--- src/rtl/sprite_line_scheduler_pkg.sv ---
// Shared timing constants, ROM address field widths and scheduler state encoding
// for the sprite line scheduler and its pixel mux.
package sprite_line_scheduler_pkg;
    localparam int H_DISPLAY = 256;
    localparam int H_MAX     = 308;
    localparam int V_MAX     = 261;
    localparam int SPRITE_W  = 8;
    localparam int SPRITE_H  = 16;
    localparam int COORD_W   = 9;
    localparam int IDX_W     = 3;
    localparam int ROW_W     = 4;
    localparam int ADDR_W    = IDX_W + ROW_W;

    typedef enum logic [1:0] {
        S_IDLE  = 2'd0,
        S_CHECK = 2'd1,
        S_LATCH = 2'd2
    } sched_state_t;
endpackage

--- src/rtl/sprite_line_scheduler_pixel_mux.sv ---
// Per-sprite horizontal hit test and bit select, then a lowest-index-wins
// priority encode. Purely combinational; the top registers the result.
module sprite_pixel_mux #(
    parameter int NUM_SPRITES = 4,
    parameter int H_DISPLAY   = 256,
    parameter int V_MAX       = 261
) (
    input  logic [8:0]                   i_hpos,
    input  logic [8:0]                   i_vpos,
    input  logic [9*NUM_SPRITES-1:0]     i_sprite_x,
    input  logic [NUM_SPRITES-1:0]       i_active,
    input  logic [NUM_SPRITES-1:0][7:0]  i_rows,
    output logic                         o_hit,
    output logic [2:0]                   o_idx
);
    import sprite_line_scheduler_pkg::*;

    localparam logic [COORD_W-1:0] L_HD = COORD_W'(H_DISPLAY);
    localparam logic [COORD_W-1:0] L_VM = COORD_W'(V_MAX);
    localparam logic [COORD_W-1:0] L_SW = COORD_W'(SPRITE_W);

    logic                   w_in_disp;
    logic [NUM_SPRITES-1:0] w_lit;

    // Blanking suppression keeps rows rewritten during hblank off the screen.
    assign w_in_disp = (i_hpos < L_HD) && (i_vpos <= L_VM);

    for (genvar k = 0; k < NUM_SPRITES; k++) begin : g_lane
        logic [COORD_W-1:0] w_dx;
        assign w_dx     = i_hpos - i_sprite_x[COORD_W*k +: COORD_W];
        assign w_lit[k] = i_active[k] && (w_dx < L_SW) && w_in_disp &&
                          i_rows[k][3'd7 - w_dx[2:0]];
    end

    always_comb begin
        o_hit = 1'b0;
        o_idx = '0;
        for (int k = NUM_SPRITES - 1; k >= 0; k--) begin
            if (w_lit[k]) begin
                o_hit = 1'b1;
                o_idx = 3'(k);
            end
        end
    end
endmodule

--- src/rtl/sprite_line_scheduler.sv ---
// Fetches one bitmap row per sprite visible on the next line during hblank,
// then serialises the rows into a registered pixel/priority output.
module sprite_line_scheduler #(
    parameter int NUM_SPRITES = 4,
    parameter int SPRITE_H    = sprite_line_scheduler_pkg::SPRITE_H,
    parameter int H_DISPLAY   = sprite_line_scheduler_pkg::H_DISPLAY,
    parameter int V_MAX       = sprite_line_scheduler_pkg::V_MAX
) (
    input  logic                     clk,
    input  logic                     reset,
    input  logic [8:0]               hpos,
    input  logic [8:0]               vpos,
    input  logic [9*NUM_SPRITES-1:0] sprite_x,
    input  logic [9*NUM_SPRITES-1:0] sprite_y,
    output logic                     rom_en,
    output logic [6:0]               rom_addr,
    input  logic [7:0]               rom_data,
    output logic                     busy,
    output logic                     pix_on,
    output logic [2:0]               pix_idx
);
    import sprite_line_scheduler_pkg::*;

    localparam logic [COORD_W-1:0] L_HD   = COORD_W'(H_DISPLAY);
    localparam logic [COORD_W-1:0] L_VM   = COORD_W'(V_MAX);
    localparam logic [COORD_W-1:0] L_SH   = COORD_W'(SPRITE_H);
    localparam logic [IDX_W-1:0]   L_LAST = IDX_W'(NUM_SPRITES - 1);

    sched_state_t                r_state, w_state_nxt;
    logic [IDX_W-1:0]            r_idx, w_idx_nxt;
    logic                        w_start, w_fetch, w_latch, w_last;
    logic [COORD_W-1:0]          w_tgt, w_dy;
    logic [COORD_W-1:0]          w_sy [8];
    logic [NUM_SPRITES-1:0]      r_active;
    logic [NUM_SPRITES-1:0][7:0] r_rows;
    logic                        r_rom_en;
    logic [ADDR_W-1:0]           r_rom_addr;
    logic                        w_hit;
    logic [2:0]                  w_win;
    logic                        r_pix_on;
    logic [2:0]                  r_pix_idx;

    // Padded to the full index space so r_idx selects without width games.
    for (genvar k = 0; k < 8; k++) begin : g_sy
        if (k < NUM_SPRITES) begin : g_on
            assign w_sy[k] = sprite_y[COORD_W*k +: COORD_W];
        end else begin : g_off
            assign w_sy[k] = '0;
        end
    end

    assign w_tgt  = (vpos == L_VM) ? '0 : vpos + 9'd1;
    assign w_dy   = w_tgt - w_sy[r_idx];
    assign w_last = (r_idx == L_LAST);

    always_ff @(posedge clk or negedge reset) begin
        if (!reset) r_state <= S_IDLE;
        else        r_state <= w_state_nxt;
    end

    always_comb begin
        w_state_nxt = r_state;
        w_idx_nxt   = r_idx;
        w_start     = 1'b0;
        w_fetch     = 1'b0;
        w_latch     = 1'b0;
        unique case (r_state)
            S_IDLE: begin
                if (hpos == L_HD) begin
                    w_start     = 1'b1;
                    w_idx_nxt   = '0;
                    w_state_nxt = S_CHECK;
                end
            end
            S_CHECK: begin
                if (w_dy < L_SH) begin
                    w_fetch     = 1'b1;
                    w_state_nxt = S_LATCH;
                end else if (w_last) begin
                    w_state_nxt = S_IDLE;
                end else begin
                    w_idx_nxt = r_idx + 3'd1;
                end
            end
            S_LATCH: begin
                w_latch = 1'b1;
                if (w_last) begin
                    w_state_nxt = S_IDLE;
                end else begin
                    w_idx_nxt   = r_idx + 3'd1;
                    w_state_nxt = S_CHECK;
                end
            end
            default: w_state_nxt = S_IDLE;
        endcase
    end

    always_ff @(posedge clk or negedge reset) begin
        if (!reset) begin
            r_idx      <= '0;
            r_active   <= '0;
            r_rows     <= '0;
            r_rom_en   <= 1'b0;
            r_rom_addr <= '0;
        end else begin
            r_idx    <= w_idx_nxt;
            r_rom_en <= w_fetch;
            if (w_fetch) r_rom_addr <= {r_idx, w_dy[ROW_W-1:0]};
            if (w_start) r_active <= '0;
            // rom_data answers the address issued in the preceding CHECK cycle.
            for (int k = 0; k < NUM_SPRITES; k++) begin
                if (w_latch && (r_idx == IDX_W'(k))) begin
                    r_rows[k]   <= rom_data;
                    r_active[k] <= 1'b1;
                end
            end
        end
    end

    sprite_pixel_mux #(
        .NUM_SPRITES (NUM_SPRITES),
        .H_DISPLAY   (H_DISPLAY),
        .V_MAX       (V_MAX)
    ) u_mux (
        .i_hpos     (hpos),
        .i_vpos     (vpos),
        .i_sprite_x (sprite_x),
        .i_active   (r_active),
        .i_rows     (r_rows),
        .o_hit      (w_hit),
        .o_idx      (w_win)
    );

    // pix_idx keeps the last winner while nothing is lit.
    always_ff @(posedge clk or negedge reset) begin
        if (!reset) begin
            r_pix_on  <= 1'b0;
            r_pix_idx <= '0;
        end else begin
            r_pix_on <= w_hit;
            if (w_hit) r_pix_idx <= w_win;
        end
    end

    assign rom_en   = r_rom_en;
    assign rom_addr = r_rom_addr;
    assign busy     = (r_state != S_IDLE);
    assign pix_on   = r_pix_on;
    assign pix_idx  = r_pix_idx;
endmodule

--- config.mk ---
export PLATFORM = sky130hd
export DESIGN_NAME = sprite_line_scheduler
export DESIGN_NICKNAME = d
export VERILOG_FILES = /design/src/rtl/sprite_line_scheduler_pkg.sv /design/src/rtl/sprite_line_scheduler_pixel_mux.sv /design/src/rtl/sprite_line_scheduler.sv
export SDC_FILE = /design/constraint.sdc
export NUM_CORES = 1
export LEC_CHECK = 0
export CORE_MARGIN = 1
export CORE_UTILIZATION = 45
export CTS_CLUSTER_SIZE = 12
export DETAILED_ROUTE_END_ITERATION = 8
export DONT_BUFFER_PORTS = 1
export SYNTH_ARGS = -nofsm -noshare
export SYNTH_HDL_FRONTEND = slang
export SYNTH_SLANG_ARGS = --single-unit
--- constraint.sdc ---
create_clock -name clk -period 3.4 [get_ports clk]
set_input_delay 0.51 -clock clk [delete_from_list [all_inputs] [get_ports clk]]
set_output_delay 0.51 -clock clk [all_outputs]
set_load 0.005 [all_outputs]
==> impl_metrics.env, run 1 <==
export IMPL_status="finished clean"
export IMPL_gp_congestion=0.916
export IMPL_yosysWarnings=0
export IMPL_switchingPower_mw=1.07
export IMPL_gr_total_overflow=0
export IMPL_max_stage_delay_ps=510
export IMPL_synth_edf_count=0
export IMPL_syn_nets=640
export IMPL_drive_above_1_share=0.166
export IMPL_max_freq_mhz=308
export IMPL_power_frac_seq=0.355
export IMPL_die_x_um=105
export IMPL_min_period_over_period=0.954
export IMPL_ys_seq_elements=52
export IMPL_ir_drop_uv=295
export IMPL_intPower_mw=1.79
export IMPL_synthFlopType="dfrtp_1"
export IMPL_ant_nets=0
export IMPL_crit_arrival_ps=3430
export IMPL_layout_setup_ws_ps=156
export IMPL_timing_worst_setup_path_type="flip-flop to flip-flop"
export IMPL_synthesis_area_sq_um=4740
export IMPL_num_rows=37
export IMPL_crit_chain="buf_4 > mux4_2 > and2_1 > ha_1 > inv_1 > fa_1 > nand3_1 > a21oi_1 > o22ai_1 > xnor2_1 > xor2_1 > nand2_1 > a31oi_2 > mux2_1"
export IMPL_fin_tns_setup_ps=0
export IMPL_max_cap_viol_count=0
export IMPL_antenna_cells=0
export IMPL_yosys_top_cells_area="dfrtp_1 (27%), ha_1 (13%), mux2_2 (8.3%)"
export IMPL_cts_root_buf="clkbuf_8"
export IMPL_final_min_clock_period_ps=3240
export IMPL_synthArstFlopShare=1.00
export IMPL_hp_class="input port to async pin"
export IMPL_cts_buffers=5
export IMPL_grt_pass1_wl_um=17900
export IMPL_hpwl_um=8950
export IMPL_drtIter0Drc=208
export IMPL_finalWirelength_um=10900
export IMPL_finalSetupViolations=0
export IMPL_netlist_area_leader_share=0.275
export IMPL_drv_slew=0
export IMPL_vias=3557
export IMPL_yosysTopAreaCell="dfrtp_1"
export IMPL_end_kind="flip-flop"
export IMPL_ys_seq_area_frac=0.275
export IMPL_cpMaxStageDelayCell="mux4_2"
export IMPL_clkSinkCount=52
export IMPL_p_per_area_nw_per_um2=568
export IMPL_tritoncts="built"
export IMPL_power_mw=2.86
export IMPL_die_area_sq_um=10900
export IMPL_grt_pass1_vias=3534
export IMPL_cpLargestDelayFamily="multiplexers"
export IMPL_first_pass_iters=4
export IMPL_hold_viol_final=0
export IMPL_cp_max_fo=5
export IMPL_pre_cts_ws_ps=-17.3
export IMPL_ys_types=68
export IMPL_io_pin_count=113
export IMPL_antenna_found_initial=0
export IMPL_cp_data_required_time_ps=3580
export IMPL_holdWs_ps=54.1
export IMPL_pwr_share_comb=0.523
export IMPL_die_y_um=105
export IMPL_switching_share=0.373
export IMPL_synth_cells=484
export IMPL_leakagePower_nw=2.28
export IMPL_clkPwrFrac=0.122
export IMPL_numPortBuffers=0
export IMPL_nets=648
export IMPL_worstSetupStartpointType="flip-flop"
export IMPL_ctsLongestPathBuffers=2
export IMPL_rsz0062_at_grt="no"
export IMPL_via_per_inst=5.66
export IMPL_syn_avg_cell_area_sq_um=9.78
export IMPL_fin_area_sq_um=5040
export IMPL_clock_latency_ps=310
export IMPL_finalClockSkew_ps=9.01
export IMPL_track_usage=0.204
export IMPL_htreeDepth=2
export IMPL_area_growth_pct=6.45
export IMPL_grt_max_degree=53
export IMPL_drc_errors=0
export IMPL_core_area_sq_um=10300
export IMPL_clkSlewWorstSetupHoldPaths_ps=90
export IMPL_crit_buf_inv=2
export IMPL_place_area_sq_um=4910
export IMPL_wl_per_cell_um=17.3
export IMPL_start_util=0.461
## logic make-up after synthesis
| group | after synthesis | synth area share |
|---|---|---|
| buffers and inverters | 62 | 0.0520 |
| other | 1 | 0.000792 |
| xor gates and xnor gates | 32 | 0.0608 |
| DFF | 52 | 0.275 |
| AOI/OAI and AO/OA | 94 | 0.137 |
| muxes | 58 | 0.177 |
| adders and majority gates | 56 | 0.156 |
| and+or+nand+nor | 129 | 0.142 |
## sequential cells by signal (all words and copies together), names as in the netlist
| name | count |
|---|---|
| r_rows | 32 |
| pix_idx | 2 |
| rom_en | 1 |
| r_active | 4 |
| pix_on | 1 |
| rom_addr | 7 |
| r_state | 2 |
| r_idx | 3 |
## layer usage
layer,wire length [um],part of all wire,up-vias,global-route usage
met5,0,0,-,0
met4,74,0.0068,0,0.0483
met3,566,0.052,6,0.0412
met2,5250,0.48,96,0.334
met1,4970,0.46,1692,0.278
li1,-,-,1763,-
## stage by stage
step,std cells,utilization
global route,629,0.491
finish,629,0.491
detailed placement,619,0.478
floorplan,484,-
global placement,619,0.478
CTS,628,0.489
## layout by cell type (no fill, tap or decap), types with 11 or more instances in the layout
cell and count:
xnor2_1 17, a21oi_1 14, mux2_2 35, nor2b_1 11
nand2_1 41, dfrtp_1 52, nor2_1 18, inv_1 55
ha_1 51, mux4_2 17, xor2_1 14, o21ai_0 14
nor3_1 11
## worst reg2reg max path: cells and delay by family (launching register included)
kind                       cells  cell delay [ps]
muxes                          2              850
AOI/OAI and AO/OA              3              460
xor gates and xnor gates       2              430
adders and majority gates      2              400
and+or+nand+nor                3              380
DFF                            1              350
buffers and inverters          2              240
## final timing paths
check	from	slack [ps]	endpoint	depth (start not counted)
max in group asynchronous	reset	3120	pix_idx[0]$_DFFE_PN0P_	1
max	r_idx[0]$_DFFE_PN0P_	160	r_state[0]$_DFFE_PN0P_	14
min	reset	50	r_rows[15]$_DFFE_PN0P_	1
max reg2reg	r_idx[0]$_DFFE_PN0P_	160	r_state[0]$_DFFE_PN0P_	14
min in group clk	rom_data[5]	350	r_rows[21]$_DFFE_PN0P_	1
min reg2reg	r_active[0]$_DFFE_PN0P_	510	r_active[0]$_DFFE_PN0P_	2
## Yosys cell counts (4+ instances only)
cell type and instances:
a31oi_1 5, mux2i_1 4, a21oi_1 14, o21ai_0 14, dfrtp_1 52, ha_1 51, mux2_2 35, nand2b_1 6
nand3_1 9, a21o_1 8, nor3_1 11, o21a_1 5, or2_2 5, nand2_1 41, mux4_2 17, o2111ai_1 6
nor2_1 18, nand4_1 4, fa_1 5, nor2b_1 11, xnor2_1 17, xor2_1 14, o21ai_1 9, inv_1 55
## power by group through the flow
stage / combinational (mW) / clock, mW / sequential, mW
3_3_place_gp: 1.42 / 0 / 1.02
2_1_floorplan: 1.19 / 0 / 0.973
5_1_grt: 1.66 / 0.390 / 1.04
6_report: 1.50 / 0.350 / 1.02
3_5_place_dp: 1.45 / 0 / 1.03
4_1_cts: 1.48 / 0.366 / 1.02
## final cells by class
| cell class | instances | area (sq um) |
|---|---|---|
| Multi-Input combinational cell | 370 | 3190 |
| Timing Repair Buffer | 8 | 80.1 |
| Clock buffer | 6 | 72.6 |
| Clock inverter | 2 | 16.3 |
| Inverter | 55 | 206 |
| Sequential cell | 52 | 1300 |
| Tap cell | 136 | 170 |
| Fill cell | 964 | 5240 |
## timing repair
item	in CTS	in global routing
hold buffers	1	0
setup buffers	0	1
setup endpoints to repair	0	1
hold endpoints to repair	52	0
gates resized for setup	0	1
Note: power is estimated with default switching activity, not from simulation.
==> run 2, diff against run 1 <==
CORE_UTILIZATION = 59   (was 45)
PLACE_DENSITY = 0.78   (was default)
==> impl_metrics.env, run 2 (same netlist as run 1, synthesis figures left out) <==
export IMPL_mostFrequentLayoutCells="inv_1 (55), ha_1 (51), dfrtp_1 (51)"
export IMPL_clkSinkCount=52
export IMPL_hp_class="input port to async pin"
export IMPL_vias=3628
export IMPL_status="finished clean"
export IMPL_start_util=0.613
export IMPL_tritoncts="built"
export IMPL_clock_latency_ps=300
export IMPL_gp_congestion=0.918
export IMPL_finalWirelength_um=10600
export IMPL_rsz0062_at_grt="no"
export IMPL_max_freq_mhz=320
export IMPL_worstSetupStartpointType="flip-flop"
export IMPL_via_per_inst=6.12
export IMPL_end_kind="flip-flop"
export IMPL_htreeDepth=2
export IMPL_numPortBuffers=0
export IMPL_largest_reg_flops=32
export IMPL_drtIter0Drc=135
export IMPL_cp_max_fo=7
export IMPL_area_growth_pct=5.94
export IMPL_nets=646
export IMPL_final_min_clock_period_ps=3120
export IMPL_max_stage_delay_ps=530
export IMPL_die_area_sq_um=8390
export IMPL_crit_arrival_ps=3320
export IMPL_tightest_slew_ps=507
export IMPL_cts_root_buf="clkbuf_8"
export IMPL_drc_errors=0
export IMPL_drv_slew=0
export IMPL_power_mw=2.93
export IMPL_track_usage=0.269
export IMPL_wl_per_cell_um=17.9
export IMPL_cp_data_required_time_ps=3590
export IMPL_leakagePower_nw=2.29
export IMPL_place_area_sq_um=4850
export IMPL_grt_pass1_vias=3706
export IMPL_fillers=598
export IMPL_die_x_um=91.6
export IMPL_antenna_cells=0
export IMPL_p_per_area_nw_per_um2=584
export IMPL_clkSlewWorstSetupHoldPaths_ps=100
export IMPL_finalSetupViolations=0
export IMPL_hpwl_um=8480
export IMPL_core_area_sq_um=7730
export IMPL_max_cap_viol_count=0
export IMPL_timing_worst_setup_path_type="flip-flop to flip-flop"
export IMPL_io_pin_count=113
export IMPL_fin_tns_setup_ps=0
export IMPL_grt_max_degree=53
export IMPL_maxSlewHeadroom=0.659
export IMPL_grt_pass1_wl_um=17800
export IMPL_gr_total_overflow=0
export IMPL_cpMaxStageDelayCell="mux4_2"
export IMPL_crit_chain="mux4_2 > nand2_1 > ha_1 > nor2b_1 > nor3_2 > o21ai_1 > a221o_1 > a211oi_2 > nand2_1 > a31oi_2 > mux2_1"
export IMPL_hold_viol_final=0
export IMPL_top_register="r_rows"
export IMPL_num_rows=32
export IMPL_ctsLongestPathBuffers=2
export IMPL_ant_nets=0
export IMPL_layout_commonest_cell="inv_1"
export IMPL_cts_buffers=5
export IMPL_die_y_um=91.6
export IMPL_finalClockSkew_ps=9.90
export IMPL_crit_path_frequent_cell="nand2_1"
export IMPL_ir_drop_uv=375
export IMPL_drive_above_1_share=0.167
export IMPL_min_period_over_period=0.919
export IMPL_fin_area_sq_um=5020
export IMPL_first_pass_iters=4
export IMPL_antenna_found_initial=0
run 2: worst paths after layout:
kind	from	slack, ps	depth (start not counted)	to
max	r_idx[0]$_DFFE_PN0P_	280	11	r_state[0]$_DFFE_PN0P_
min reg2reg	r_active[0]$_DFFE_PN0P_	490	2	r_active[0]$_DFFE_PN0P_
min	reset	50	1	r_active[2]$_DFFE_PN0P_
min in group clk	rom_data[3]	350	1	r_rows[19]$_DFFE_PN0P_
max in group asynchronous	reset	3100	1	r_idx[0]$_DFFE_PN0P_
max reg2reg	r_idx[0]$_DFFE_PN0P_	280	11	r_state[0]$_DFFE_PN0P_
run 2: what timing repair did:
| action | in CTS | in global routing |
|---|---|---|
| hold buffers | 1 | 0 |
| setup endpoints to repair | 0 | 9 |
| hold endpoints to repair | 52 | 0 |
| setup buffers | 0 | 1 |
| resized for setup | 0 | 2 |
run 2: worst max-delay path: cells and delay by family, from the launching register on:
kind                       cells  cell delay (ps)
adders and majority gates      1              240
DFF                            1              480
and+or+nand+nor                4              540
AOI/OAI and AO/OA              4              900
muxes                          2              860
run 2: final cells by class:
type | instances | area (sq um) | area share
Clock buffer | 6 | 82.6 | 0.0165
Clock inverter | 2 | 38.8 | 0.00773
Inverter | 55 | 206 | 0.0411
Multi-Input combinational cell | 370 | 3190 | 0.637
Sequential cell | 52 | 1300 | 0.260
Tap cell | 102 | 128 | 0.0254
Timing Repair Buffer | 6 | 65.1 | 0.0130
run 2: power by group:
part	switching [mW]	internal (mW)
logic	0.689	0.759
clock network	0.201	0.241
registers	0.169	0.869
total	1.06	1.87
run 2: layer usage:
layer / share of wire / routed length (um) / GRT usage
met3: 0.052 / 549 / 0.0544
met2: 0.48 / 5120 / 0.450
met4: 0.021 / 226 / 0.0847
met5: 0 / 0 / 0
met1: 0.44 / 4720 / 0.350
run 2: through the flow:
step	hold slack, ps	cells	setup WS [ps]	util
after global placement	217	583	73.0	0.628
after CTS	56.4	592	75.6	0.647
after detailed placement	217	583	1.21	0.628
after floorplan	214	484	188	-
after global routing	56.9	593	27.7	0.649
final	50.8	593	275	0.649
==> run 3, diff against run 2 <==
RECOVER_POWER = 50   (was default)
==> impl_metrics.env, run 3 (same netlist as run 1, synthesis figures left out) <==
export IMPL_finalWirelength_um=10600
export IMPL_largest_reg_flops=32
export IMPL_io_pin_count=113
export IMPL_first_pass_iters=4
export IMPL_tritoncts="built"
export IMPL_instances_no_fill=593
export IMPL_cp_max_fo=7
export IMPL_gp_congestion=0.918
export IMPL_switching_share=0.362
export IMPL_hp_class="input port to flip-flop"
export IMPL_drive_above_1_share=0.165
export IMPL_setup_worst_path_start="r_idx[0]$_DFFE_PN0P_"
export IMPL_htreeDepth=2
export IMPL_drtIter0Drc=135
export IMPL_worstSetupStartpointType="flip-flop"
export IMPL_numPortBuffers=0
export IMPL_nets=646
export IMPL_cp_data_required_time_ps=3600
export IMPL_intPower_mw=1.87
export IMPL_clock_latency_ps=300
export IMPL_finalSetupViolations=0
export IMPL_mostFrequentLayoutCells="inv_1 (55), ha_1 (51), dfrtp_1 (51)"
export IMPL_timing_worst_setup_path_type="flip-flop to flip-flop"
export IMPL_grt_pass1_vias=3706
export IMPL_cts_root_buf="clkbuf_8"
export IMPL_area_growth_pct=5.57
export IMPL_final_min_clock_period_ps=3120
export IMPL_leakagePower_nw=2.28
export IMPL_ctsLongestPathBuffers=2
export IMPL_antenna_cells=0
export IMPL_wl_per_cell_um=17.9
export IMPL_pwr_share_comb=0.494
export IMPL_fin_tns_setup_ps=0
export IMPL_grt_pass1_wl_um=17800
export IMPL_ant_nets=0
export IMPL_clkSlewWorstSetupHoldPaths_ps=100
export IMPL_max_freq_mhz=320
export IMPL_power_frac_seq=0.355
export IMPL_die_x_um=91.6
export IMPL_ir_drop_uv=375
export IMPL_rrSetupSlack_ps=280
export IMPL_start_util=0.613
export IMPL_drv_slew=53
export IMPL_gr_total_overflow=0
export IMPL_cts_buffers=5
export IMPL_core_area_sq_um=7730
export IMPL_antenna_found_initial=0
export IMPL_grt_max_degree=53
export IMPL_finalClockSkew_ps=9.88
export IMPL_dp_cells=583
export IMPL_hold_viol_final=0
export IMPL_drc_errors=0
export IMPL_clkPwrFrac=0.151
export IMPL_switchingPower_mw=1.06
export IMPL_max_cap_viol_count=1
export IMPL_pre_cts_ws_ps=1.21
export IMPL_top_register="r_rows"
export IMPL_end_kind="flip-flop"
export IMPL_layout_commonest_cell="inv_1"
export IMPL_min_from="rom_data[3]"
export IMPL_clkSinkCount=52
export IMPL_hpwl_um=8480
export IMPL_tightest_slew_ps=2390
export IMPL_maxSlewHeadroom=-0.593
export IMPL_die_area_sq_um=8390
export IMPL_final_core_util=0.647
export IMPL_via_per_inst=6.13
export IMPL_r2r_start="r_idx[0]$_DFFE_PN0P_"
export IMPL_crit_arrival_ps=3320
export IMPL_min_period_over_period=0.919
export IMPL_violations="capacitance limit, slew limit"
export IMPL_rsz0062_at_grt="no"
export IMPL_die_y_um=91.6
export IMPL_fillers=601
export IMPL_track_usage=0.269
export IMPL_p_per_area_nw_per_um2=585
export IMPL_num_rows=32
export IMPL_layout_setup_ws_ps=276
export IMPL_power_mw=2.93
export IMPL_vias=3635
export IMPL_status="complete, but fails checks"
-- run 3: cell count changes in the layout (fill, tap and decap cells not counted) --
| cell | before | now |
|---|---|---|
| clkdlybuf4s25_1 | 0 | 1 |
| buf_16 | 1 | 0 |
-- run 3: layout make-up --
type,instances,area [sq um],share of cell area
multi-input cells,370,3190,0.639
clock inverters,2,38.8,0.00776
clock buffers,6,82.6,0.0165
well taps,102,128,0.0255
repair buffers,6,47.5,0.00951
flip-flops and latches,52,1300,0.261
inverters,55,206,0.0413
-- run 3: stage by stage --
step                area [sq um]  hold slack (ps)
global route                5000              327
detailed placement          4850              217
global placement            4850              217
floorplan                   4740              214
finish                      5000              352
CTS                         5000             56.4
-- run 3: what timing repair did --
action,CTS,global route
buffers inserted,0,1
endpoints found under the setup margin,0,9
gates resized for setup,0,2
hold buffers,1,0
hold endpoints to repair,52,0
-- run 3: worst max-delay path, stage by stage (launching register included) --
cell and delay [ps]:
dfrtp_2 480, mux4_2 530, nand2_1 130, ha_1 240, nor2b_1 160, nor3_2 150, o21ai_1 120, a221o_1 340
a211oi_2 280, nand2_1 100, a31oi_2 160, mux2_1 330
-- run 3: final timing paths --
| check | cells past startpoint | to |
|---|---|---|
| min | 1 | r_rows[19]$_DFFE_PN0P_ |
| max in group asynchronous | 1 | r_idx[0]$_DFFE_PN0P_ |
| min in group asynchronous | 1 | r_active[2]$_DFFE_PN0P_ |
| max | 11 | r_state[0]$_DFFE_PN0P_ |
| max reg2reg | 11 | r_state[0]$_DFFE_PN0P_ |
| min reg2reg | 2 | r_active[0]$_DFFE_PN0P_ |
-- run 3: per-layer routing --
| metal | track usage | vias to the layer above | routed length [um] |
|---|---|---|---|
| li1 | - | 1768 | - |
| met1 | 0.350 | 1740 | 4720 |
| met2 | 0.450 | 107 | 5120 |
| met3 | 0.0544 | 20 | 547 |
| met4 | 0.0847 | 0 | 226 |
| met5 | 0 | - | 0 |
-- run 3: power groups by stage --
stage	combinational, mW	sequential, mW	clock (mW)
2_1_floorplan	1.19	0.973	0
4_1_cts	1.42	1.04	0.456
6_report	1.45	1.04	0.442
3_3_place_gp	1.35	1.03	0
3_5_place_dp	1.39	1.04	0
5_1_grt	1.61	1.07	0.483
